`src/rtl/sn74ls347_scan_ctrl.sv`:
```
// sn74ls347_scan_ctrl
//   Drives one shared sn74ls347 BCD-to-7-segment decoder across DIGITS
//   common-anode digits. Digits are scanned most significant first. Each
//   digit slot is a 1-cycle blank gap followed by PRESCALE lit cycles.
//   Leading-zero suppression is done here because the decoder's ripple-blank
//   chain cannot ripple across a single shared part.
//
// Ports
//   clk         system clock (rising edge)
//   clr_n       synchronous active-low reset
//   bcd_in      new display value, nibble i = digit i (digit 0 = LSD)
//   load        capture bcd_in into the pending register
//   blank_lz    enable leading-zero suppression (sampled per slot)
//   lamp_test   lamp test on all digits
//   dcba        BCD to decoder {d,c,b,a}
//   lt_n        decoder lamp-test input
//   rbi_n       decoder ripple-blank input
//   bi_n        decoder BI/RBO drive, 0 = blank
//   digit_en_n  active-low digit strobes, at most one low
//   frame_sync  one-cycle pulse at the start of each frame
//
// All outputs are registered. They present the decode of the scan state one
// cycle after that state is held.
module sn74ls347_scan_ctrl #(
    parameter int DIGITS   = 4,
    parameter int PRESCALE = 4
) (
    input  logic                  clk,
    input  logic                  clr_n,
    input  logic [4*DIGITS-1:0]   bcd_in,
    input  logic                  load,
    input  logic                  blank_lz,
    input  logic                  lamp_test,
    output logic [3:0]            dcba,
    output logic                  lt_n,
    output logic                  rbi_n,
    output logic                  bi_n,
    output logic [DIGITS-1:0]     digit_en_n,
    output logic                  frame_sync
);

    localparam int IW = $clog2(DIGITS);
    localparam int CW = (PRESCALE > 1) ? $clog2(PRESCALE) : 1;
    localparam logic [IW-1:0] LAST_IDX = IW'(DIGITS - 1);
    localparam logic [CW-1:0] LAST_CNT = CW'(PRESCALE - 1);

    typedef enum logic {BLANK, SHOW} state_t;

    state_t              state, state_nx;
    logic [IW-1:0]       idx, idx_nx;
    logic [CW-1:0]       cnt, cnt_nx;
    logic [4*DIGITS-1:0] pending, active, act_cur;
    logic                lz_run, lz_nx;
    logic                blz_q, lt_q;
    logic                frame_entry, slot_end, suppress;
    logic [3:0]          nib;

    logic [3:0]          dcba_nx;
    logic                rbi_nx, bi_nx, fs_nx;
    logic [DIGITS-1:0]   en_nx;

    always_comb begin
        frame_entry = (state == BLANK) && (idx == LAST_IDX);
        // On frame entry the active register is being reloaded this cycle;
        // decode from the incoming value so the blank gap shows frame data.
        act_cur     = frame_entry ? (load ? bcd_in : pending) : active;
        nib         = act_cur[{idx, 2'b00} +: 4];
        slot_end    = (state == SHOW) && (cnt == LAST_CNT);
        // blank_lz / lamp_test are latched at the slot start so a change only
        // alters suppression from the next slot; a live lamp_test still
        // disables suppression immediately.
        suppress    = blz_q & ~lt_q & ~lamp_test & lz_run
                      & (nib == 4'd0) & (idx != '0);

        state_nx = state;
        idx_nx   = idx;
        cnt_nx   = cnt;
        lz_nx    = lz_run;
        case (state)
            BLANK: begin
                state_nx = SHOW;
                cnt_nx   = '0;
                if (frame_entry) lz_nx = 1'b1;
            end
            SHOW: begin
                if (slot_end) begin
                    state_nx = BLANK;
                    cnt_nx   = '0;
                    idx_nx   = (idx == '0) ? LAST_IDX : idx - 1'b1;
                    // invalid codes 10..15 count as nonzero too
                    if (nib != 4'd0) lz_nx = 1'b0;
                end else begin
                    cnt_nx = cnt + 1'b1;
                end
            end
            default: state_nx = BLANK;
        endcase

        dcba_nx = nib;
        bi_nx   = (state == SHOW);
        rbi_nx  = !((state == SHOW) && suppress);
        fs_nx   = frame_entry;
        en_nx   = '1;
        if (state == SHOW) en_nx[idx] = 1'b0;
    end

    always_ff @(posedge clk) begin
        if (!clr_n) begin
            state      <= BLANK;
            idx        <= LAST_IDX;
            cnt        <= '0;
            pending    <= '0;
            active     <= '0;
            lz_run     <= 1'b1;
            blz_q      <= 1'b0;
            lt_q       <= 1'b0;
            dcba       <= 4'd0;
            lt_n       <= 1'b1;
            rbi_n      <= 1'b1;
            bi_n       <= 1'b0;
            digit_en_n <= '1;
            frame_sync <= 1'b0;
        end else begin
            state      <= state_nx;
            idx        <= idx_nx;
            cnt        <= cnt_nx;
            lz_run     <= lz_nx;
            if (load)        pending <= bcd_in;
            if (frame_entry) active  <= act_cur;
            if (state == BLANK) begin
                blz_q <= blank_lz;
                lt_q  <= lamp_test;
            end
            dcba       <= dcba_nx;
            lt_n       <= ~lamp_test;
            rbi_n      <= rbi_nx;
            bi_n       <= bi_nx;
            digit_en_n <= en_nx;
            frame_sync <= fs_nx;
        end
    end

endmodule

```
`config.mk`:
```
export PLATFORM = sky130hd
export DESIGN_NAME = sn74ls347_scan_ctrl
export DESIGN_NICKNAME = d
export VERILOG_FILES = /design/src/rtl/sn74ls347_scan_ctrl.sv
export SDC_FILE = /design/constraint.sdc
export NUM_CORES = 1
export LEC_CHECK = 0
export BUFFER_PORTS_ARGS = -buffer_cell sky130_fd_sc_hd__buf_2
export CORE_MARGIN = 5
export CORE_UTILIZATION = 49
export CTS_CLUSTER_DIAMETER = 40
export DETAILED_ROUTE_END_ITERATION = 8
export PLACE_DENSITY_LB_ADDON = 0.1
export RECOVER_POWER = 25
export SLEW_MARGIN = 10
export SYNTH_ARGS = -nofsm -noshare
export SYNTH_HDL_FRONTEND = slang
export SYNTH_SLANG_ARGS = --single-unit
```
`constraint.sdc`:
```
create_clock -name clk -period 4 [get_ports clk]
set_clock_uncertainty 0.05 [all_clocks]
set_input_delay 0.8 -clock clk [delete_from_list [all_inputs] [get_ports clk]]
set_output_delay 0.8 -clock clk [all_outputs]
set_load 0.1 [all_outputs]
```
==> flow_summary.json, run 1 <==
{
  "cts_htree_levels": 2,
  "clock_path_buffers": 2,
  "reg2reg_from": "idx[0]",
  "grt_pass1_vias": 1288,
  "grt_max_degree": 26,
  "cp_slowest_stage_delay_ns": 0.78,
  "tns_ns": 0,
  "rr_worst_depth": 7,
  "fp.dieArea_mm2": 0.00556,
  "holdPathEnd": "cnt[0]",
  "irDropWorstVdd_uv": 291,
  "r2r-end": "rbi_n",
  "die_h_um": 74.5,
  "post_cts_buffers": 0,
  "seqPwrFrac_pct": 56.4,
  "synth.area.top_cells": "dfxtp_1, mux2i_1, mux4_1, nor2_1, mux2_2",
  "required_ns": 4.09,
  "startpoint_type": "input pin",
  "yosysSeqAreaShare_pct": 51.0,
  "synth-async-reset-ratio_pct": 0,
  "final_nets": 244,
  "wl_per_cell_um": 13.2,
  "post-route-period-util_pct": 71.5,
  "dp_cells": 261,
  "path_class": "in -> reg",
  "swShare_pct": 25.7,
  "final_util_pct": 56.7,
  "clock.fmax_ghz": 0.350,
  "fin_crit_ns": 2.86,
  "min_from": "cnt[0]",
  "clock_latency_ns": 0.29,
  "drc": 0,
  "num-fill-cells": 352,
  "yosysUniqueCellTypes": 26,
  "synth_top_cells_by_count": "dfxtp_1, nor2_1, mux2i_1",
  "dp_hpwl_um": 2580,
  "antenna_found_initial": 0,
  "core_mm2": 0.00403,
  "synth_edf_count": 0,
  "syn_nets": 215,
  "hold_viol_final": 0,
  "ys.flop_type": "dfxtp_1",
  "track_usage_pct": 14.0,
  "grt_pass1_wl_um": 5930,
  "layout.cells.non_filler": 269,
  "path_buf_inv": 1,
  "slew-limit-headroom_pct": 28.2,
  "cts_resized": 0,
  "critPathSlowestCell": "clkbuf_1",
  "multi_input_area_um2": 862,
  "clkPwrFrac_pct": 30.2,
  "hold_buffers": 0,
  "gp_congestion": 0.830,
  "hold_path_depth": 1,
  "port-buffer-count": 32,
  "yosys_warnings": 0,
  "drt-pass1-iter-count": 4,
  "comb_power_share_pct": 13.5,
  "drive_above_1_share_pct": 23.3,
  "drv_slew": 0,
  "die_x_um": 74.5,
  "path_cells": "clkbuf_1, mux2i_1, mux4_1, mux2_2, nand4_2, a41oi_2",
  "rrSetupSlack_ns": 1.28,
  "switchingPower_mw": 0.253,
  "synthMostInstantiatedCell": "dfxtp_1",
  "overflow": 0,
  "outcome": "finished, final reports clean",
  "tightestPinTransition_ns": 1.08,
  "num_vias": 1358,
  "initialDrtViolationCount": 44,
  "cts_root_buf": "clkbuf_8",
  "hp-class": "reg -> reg",
  "critPathTopFamily": "multiplexers",
  "cap_violations": 0,
  "p_per_area_mw_per_mm2": 432,
  "ff_latch_area_mm2": 0.00104,
  "routed_via_density": 5.05,
  "numCtsBuffers": 5,
  "initial_core_util_pct": 50.7,
  "cts.sinks": 52,
  "diodes": 0,
  "rsz0062_at_grt": "false",
  "wirelength_um": 3560,
  "path_clk_slew_ns": 0.09,
  "netlist_instances": 189,
  "setup_violations": 0,
  "cts_tree": "done",
  "synth.top_cell.area_share_pct": 51.0,
  "io_pins": 33,
  "p_int_mw": 0.734,
  "cp.arrival_ns": 2.95,
  "syn_area_mm2": 0.00204,
  "synth-seq-cells": 52,
  "crit_fanout": 16,
  "syn2layout_area_growth_pct": 12.0,
  "end_kind": "flop",
  "power.leakage_nw": 1.01,
  "p_total_mw": 0.987,
  "ant_nets": 0,
  "synth_top_cell_by_area": "dfxtp_1",
  "rows": 23,
  "syn_avg_cell_area_um2": 10.8
}
stage by stage:
| step | area (um2) | hold WS [ns] | setup WS [ns] |
|---|---|---|---|
| after floorplan | 2040 | 0.354 | 1.67 |
| after global routing | 2280 | 0.446 | 0.968 |
| after detailed placement | 2190 | 0.412 | 1.23 |
| after CTS | 2290 | 0.425 | 1.21 |
| final | 2280 | 0.411 | 1.14 |
| after global placement | 2190 | 0.365 | 1.28 |
placed cells by master, fill, tap and decap left out, types with 4 or more instances in the layout:
master     n
nor2_1    22
nand2_1    8
clkbuf_8   6
ha_1       5
mux2i_1   18
mux2_2     6
inv_1     16
and2_1     5
dfxtp_1   52
a21oi_1   14
o21ai_0   13
buf_2     30
mux4_1     4
area by class of cell:
type / instances / area share, %
inverters: 16 / 2.63
well taps: 50 / 2.74
clock inverters: 1 / 0.329
repair buffers: 33 / 7.23
clock buffers: 7 / 3.78
flip-flops and latches: 52 / 45.6
multi-input cells: 110 / 37.7
routing by layer:
metal / share of wire [%] / track usage, % / vias up
li1: - / - / 699
met1: 47 / 18.1 / 631
met2: 47 / 22.6 / 26
met3: 5.1 / 4.86 / 2
met4: 0.59 / 2.96 / 0
met5: 0 / 0 / -
worst max path at each step:
| stage | startpoint | end | slack (ns) | cells past startpoint |
|---|---|---|---|---|
| finish | load | lz_run | 1.14 | 6 |
| global route | load | lz_run | 0.97 | 6 |
| CTS | idx[0] | rbi_n | 1.21 | 7 |
| detailed placement | load | rbi_n | 1.23 | 6 |
| global placement | load | rbi_n | 1.28 | 6 |
| floorplan | load | lz_run | 1.67 | 7 |
registers in the layout, indices dropped and copies added, names as in the netlist:
signal	count
pending	16
bi_nx	1
rbi_n	1
cnt	2
digit_en_n	4
idx	2
bi_n	1
lt_q	1
frame_sync	1
blz_q	1
active	16
dcba	4
lz_run	1
lt_n	1
worst reg2reg max path, stage by stage (launching register included):
cell     delay (ns)
dfxtp_1        0.52
ha_1           0.23
nor2b_2        0.39
buf_4          0.35
mux2i_1        0.27
mux4_2         0.30
nand4_2        0.13
or3_1          0.37
power groups by stage:
| stage | combinational, mW | sequential (mW) | clock (mW) |
|---|---|---|---|
| 4_1_cts | 0.135 | 0.556 | 0.309 |
| 6_report | 0.133 | 0.556 | 0.298 |
| 2_1_floorplan | 0.0753 | 0.601 | 0 |
| 3_5_place_dp | 0.134 | 0.568 | 0 |
| 5_1_grt | 0.147 | 0.560 | 0.331 |
| 3_3_place_gp | 0.132 | 0.568 | 0 |
cell families (layout without fill, tap and decap cells):
kind of cell    after synthesis  in the layout  share of synthesized area, %
flops                        52             52                          51.0
compound gates               29             29                          7.79
buf+inv                      27             57                          6.87
simple gates                 44             44                          10.1
fa+ha+maj                     5              5                          3.07
mux                          32             32                          21.2
Note: power is estimated with default switching activity, not from simulation.
==> run 2, diff against run 1 <==
--- a/config.mk
+++ b/config.mk
@@ -5,6 +5,7 @@
 export SDC_FILE = /design/constraint.sdc
 export NUM_CORES = 1
 export LEC_CHECK = 0
+export ABC_AREA = 1
 export BUFFER_PORTS_ARGS = -buffer_cell sky130_fd_sc_hd__buf_2
 export CORE_MARGIN = 5
 export CORE_UTILIZATION = 49
==> constraint.sdc (replaced) <==
create_clock -name clk -period 2.3 [get_ports clk]
set_clock_uncertainty 0.05 [all_clocks]
set_input_delay 0.46 -clock clk [delete_from_list [all_inputs] [get_ports clk]]
set_output_delay 0.46 -clock clk [all_outputs]
set_load 0.1 [all_outputs]
==> flow_summary.json, run 2 <==
{
  "drc": 0,
  "irDropWorstVdd_uv": 590,
  "path_clk_slew_ns": 0.09,
  "diodes": 0,
  "drv_slew": 0,
  "io_pins": 33,
  "dp_hpwl_um": 2840,
  "synth-async-reset-ratio_pct": 0,
  "antenna_found_initial": 0,
  "ant_nets": 0,
  "r2r-end": "lz_run",
  "netlist_instances": 253,
  "routed_via_density": 5.06,
  "path_common_cell": "nand2_1",
  "port-buffer-count": 32,
  "wirelength_um": 4140,
  "holdWs_ns": 0.296,
  "slew-limit-headroom_pct": 44.3,
  "synth_top_cells_by_count": "nand2_1, dfxtp_1, a21oi_1",
  "cts_resized": 0,
  "yosysSeqAreaShare_pct": 52.6,
  "layout_commonest_cell": "nand2_1",
  "final_nets": 312,
  "initial_core_util_pct": 49.9,
  "fin_crit_ns": 1.76,
  "synth_edf_count": 0,
  "hold_viol_final": 0,
  "tns_ns": 0,
  "required_ns": 2.45,
  "top_regs": "active x16, pending x16",
  "overflow": 0,
  "synth-seq-cells": 52,
  "p_total_mw": 1.78,
  "die_h_um": 73.6,
  "clock.fmax_ghz": 0.569,
  "worstSetupPathDepth": 12,
  "final_cell_mix": "nand2_1, dfxtp_1, a21oi_1",
  "cp.arrival_ns": 1.91,
  "grt_max_degree": 41,
  "post-route-period-util_pct": 76.4,
  "hold_path_depth": 2,
  "outcome": "finished, final reports clean",
  "p_per_area_mw_per_mm2": 779,
  "holdPathEnd": "lt_n",
  "ys.flop_type": "dfxtp_1",
  "synthMostInstantiatedCell": "nand2_1",
  "grt_pass1_wl_um": 7120,
  "fp.dieArea_mm2": 0.00541,
  "grt_pass1_vias": 1654,
  "numCtsBuffers": 5,
  "critPathSlowestCell": "dfxtp_1",
  "syn2layout_area_growth_pct": 15.1,
  "syn_area_mm2": 0.00198,
  "gp_congestion": 0.760,
  "hold_buffers": 0,
  "cts.sinks": 52,
  "drt-pass1-iter-count": 4,
  "post_cts_buffers": 0,
  "drive_above_1_share_pct": 18.1,
  "min_from": "lamp_test",
  "reg2reg_from": "idx[1]",
  "final_util_pct": 57.4,
  "cap_violations": 0,
  "startpoint_type": "flop",
  "core_mm2": 0.00397,
  "cts_htree_levels": 2,
  "critPathTopFamily": "simple AND/OR/NAND/NOR gates",
  "initialDrtViolationCount": 83,
  "cts_root_buf": "clkbuf_8",
  "die_x_um": 73.6,
  "rows": 23,
  "wl_per_cell_um": 12.3,
  "crit_fanout": 18,
  "setup_violations": 0,
  "path_cells": "ha_1, nand2_4, inv_4, nand2_1, nand3_1, nand3_1, nand2_1, nor2_2, nand2_1, nand2_1, nand2_1, nand2_1",
  "power.leakage_nw": 1.09,
  "path_class": "reg -> reg",
  "clock_path_buffers": 2,
  "cp_slowest_stage_delay_ns": 0.35,
  "syn_avg_cell_area_um2": 7.83,
  "hp-class": "in -> reg",
  "rsz0062_at_grt": "false",
  "end_kind": "flop",
  "rr_worst_depth": 12,
  "clock_latency_ns": 0.30,
  "track_usage_pct": 16.9,
  "yosys_warnings": 0,
  "tightestPinTransition_ns": 0.835,
  "yosysUniqueCellTypes": 21,
  "rrSetupSlack_ns": 0.54,
  "num_vias": 1704,
  "synth_top_cell_by_area": "dfxtp_1",
  "syn_nets": 279,
  "synth.top_cell.area_share_pct": 52.6,
  "path_buf_inv": 1,
  "synth.area.top_cells": "dfxtp_1, nand2_1, a21oi_1, nand3_1, ha_1",
  "cts_tree": "done"
}
## run 2: cell count changes after synthesis, sizes merged, moves of 2 or more
cell    change
mux4        -7
nand3      +24
nand2      +90
clkbuf      -2
a21oi      +24
buf         +2
o21ai       -9
mux2        -7
inv         -6
mux2i      -18
nor2       -16
and2        -5
nor3        -2
## run 2: worst register-to-register path, cell delays in order (launching register included)
cell	delay, ns
dfxtp_1	0.35
ha_1	0.23
nand2_4	0.18
inv_4	0.23
nand2_1	0.11
nand3_1	0.08
nand3_1	0.09
nand2_1	0.10
nor2_2	0.05
nand2_1	0.06
nand2_1	0.05
nand2_1	0.06
nand2_1	0.04
## run 2: power by group
part	switching [mW]	internal, mW	leakage, nW
clock	0.285	0.323	0.0552
combinational	0.156	0.0593	0.610
sequential	0.0114	0.942	0.427
## run 2: metal layers
metal / wire [um] / vias up / share of wire (%) / global-route usage (%)
met2: 1890 / 33 / 46 / 27.3
met1: 1970 / 778 / 48 / 21.3
met5: 0 / - / 0 / 0
met3: 222 / 4 / 5.4 / 5.20
li1: - / 889 / - / -
met4: 47 / 0 / 1.1 / 5.84
## run 2: kinds of logic after synthesis
logic type,synth area share (%)
AO/OA/AOI/OAI,11.0
adder cells (fa/ha/maj),3.16
buffers and inverters,5.31
flip-flops,52.6
AND/OR/NAND/NOR,28.0
## run 2: layout make-up
class / count / area [um2]
inverter: 10 / 40.0
clock inverter: 2 / 35.0
sequential: 52 / 1040
tap: 50 / 62.6
clock buffer: 6 / 72.6
timing repair buffer: 37 / 194
multi-input combinational: 180 / 835
fill: 374 / 1690
## run 2: how the worst max path moves through the flow
stage,from,to
2_1_floorplan,idx[1],lz_run
6_report,idx[1],lz_run
5_1_grt,idx[1],lz_run
3_3_place_gp,load,lz_run
4_1_cts,idx[1],lz_run
3_5_place_dp,load,lz_run
## run 2: stage by stage
step / setup slack (ns) / instances / area, um2
after global placement: 0.526 / 329 / 2180
after floorplan: 0.689 / 253 / 1980
after detailed placement: 0.500 / 329 / 2180
after global routing: 0.318 / 337 / 2280
after CTS: 0.536 / 337 / 2280
final: 0.543 / 337 / 2280
==> run 3, diff against run 2 <==
==> constraint.sdc (replaced) <==
create_clock -name clk -period 1.8 [get_ports clk]
set_clock_uncertainty 0.05 [all_clocks]
set_input_delay 0.36 -clock clk [delete_from_list [all_inputs] [get_ports clk]]
set_output_delay 0.36 -clock clk [all_outputs]
set_load 0.1 [all_outputs]
==> flow_summary.json, run 3 (same netlist as run 2, synthesis figures left out) <==
{
  "path_class": "reg -> reg",
  "layout_commonest_cell": "nand2_1",
  "rows": 23,
  "startpoint_type": "flop",
  "rrSetupSlack_ns": 0.17,
  "initial_core_util_pct": 49.9,
  "fp.dieArea_mm2": 0.00541,
  "grt_pass1_wl_um": 7120,
  "hold_viol_final": 0,
  "hold_buffers": 0,
  "p_per_area_mw_per_mm2": 950,
  "irDropWorstVdd_uv": 450,
  "antenna_found_initial": 0,
  "tns_ns": 0,
  "holdPathEnd": "lt_n",
  "drv_slew": 0,
  "end_kind": "flop",
  "drive_above_1_share_pct": 18.7,
  "drt-pass1-iter-count": 5,
  "clock.fmax_ghz": 0.613,
  "clock_latency_ns": 0.31,
  "clkPwrFrac_pct": 31.3,
  "io_pins": 33,
  "rr_worst_depth": 12,
  "die_h_um": 73.6,
  "grt_pass1_vias": 1556,
  "cts_root_buf": "clkbuf_8",
  "grt_max_degree": 18,
  "holdWs_ns": 0.201,
  "outcome": "finished, final reports clean",
  "dp_hpwl_um": 2950,
  "num-fill-cells": 390,
  "cts_htree_levels": 2,
  "die_x_um": 73.6,
  "critPathSlowestCell": "dfxtp_1",
  "cts_tree": "done",
  "cp_slowest_stage_delay_ns": 0.38,
  "r2r-end": "lz_run",
  "min_from": "lamp_test",
  "wirelength_um": 4100,
  "cp.arrival_ns": 1.84,
  "routed_via_density": 4.94,
  "slew-limit-headroom_pct": 61.5,
  "final_cell_mix": "nand2_1, dfxtp_1, a21oi_1",
  "hp-class": "in -> reg",
  "rsz0062_at_grt": "false",
  "post-route-period-util_pct": 90.7,
  "gp_congestion": 0.774,
  "overflow": 0,
  "diodes": 0,
  "cts_resized": 0,
  "wl_per_cell_um": 12.1,
  "num_vias": 1673,
  "comb_power_share_pct": 12.7,
  "reg2reg_from": "idx[0]",
  "p_int_mw": 1.59,
  "post_cts_buffers": 0,
  "setup_violations": 0,
  "required_ns": 2.01,
  "path_common_cell": "nand2_1",
  "swShare_pct": 27.0,
  "track_usage_pct": 17.1,
  "seqPwrFrac_pct": 56.0,
  "final_nets": 314,
  "drc": 0,
  "cts.sinks": 52,
  "tightestPinTransition_ns": 0.577,
  "switchingPower_mw": 0.588,
  "fin_crit_ns": 1.63,
  "power.leakage_nw": 1.10,
  "cap_violations": 0,
  "path_clk_slew_ns": 0.09,
  "hold_path_depth": 2,
  "clock_path_buffers": 2,
  "top_regs": "active x16, pending x16",
  "path_cells": "ha_4, nand2_4, buf_4, nand2_1, nand3_1, nand3_1, nand2_1, nor2_2, nand2_1, nand2_1, nand2_1, nand2_1",
  "numCtsBuffers": 5,
  "port-buffer-count": 32,
  "syn2layout_area_growth_pct": 15.8,
  "crit_fanout": 11,
  "initialDrtViolationCount": 82,
  "ant_nets": 0,
  "core_mm2": 0.00397
}
run 3: changes by cell type in the layout (fill, tap and decap cells not counted), sizes merged:
cell    change
buf         +2
bufinv      -1
clkinv      +1
run 3: cell type report:
class | count | area [um2] | area share (%)
Inverter | 10 | 42.5 | 1.85
Tap cell | 50 | 62.6 | 2.73
Sequential cell | 52 | 1040 | 45.4
Timing Repair Buffer | 39 | 208 | 9.06
Clock buffer | 6 | 82.6 | 3.60
Multi-Input combinational cell | 180 | 847 | 36.9
Clock inverter | 2 | 10.0 | 0.436
run 3: worst max path at each step:
stage / from / endpoint / slack, ns
2_1_floorplan: idx[1] / lz_run / 0.19
3_3_place_gp: load / lz_run / 0.15
3_5_place_dp: load / lz_run / 0.13
4_1_cts: idx[0] / lz_run / 0.13
5_1_grt: idx[0] / lz_run / 0.008
6_report: idx[0] / lz_run / 0.17
run 3: stage by stage:
| step | setup WS [ns] | instances | instance area (um2) | util [%] | total power [mW] |
|---|---|---|---|---|---|
| after CTS | 0.134 | 339 | 2280 | 57.5 | 2.20 |
| final | 0.168 | 339 | 2290 | 57.8 | 2.18 |
| after detailed placement | 0.132 | 331 | 2190 | 55.2 | 1.53 |
| after global routing | 0.00825 | 339 | 2290 | 57.8 | 2.27 |
| after global placement | 0.146 | 331 | 2190 | 55.2 | 1.52 |
| after floorplan | 0.189 | 253 | 1980 | - | 1.46 |
run 3: power groups by stage:
stage / combinational (mW) / sequential (mW) / clock (mW)
after floorplan: 0.144 / 1.32 / 0
after global placement: 0.278 / 1.24 / 0
after detailed placement: 0.280 / 1.25 / 0
after CTS: 0.280 / 1.22 / 0.696
after global routing: 0.310 / 1.22 / 0.736
final: 0.277 / 1.22 / 0.682
run 3: per-layer routing:
layer	GRT usage [%]	vias to the layer above	wire length, um
met4	7.24	0	78
met3	4.24	6	193
met2	26.0	31	1830
li1	-	889	-
met5	0	-	0
met1	23.1	747	2000
run 3: worst max-delay path: cells and delay by family (launching register included):
family,cells,cell delay (ns)
fa+ha+maj,1,0.17
buf+inv,1,0.20
flops,1,0.38
simple gates,10,0.78
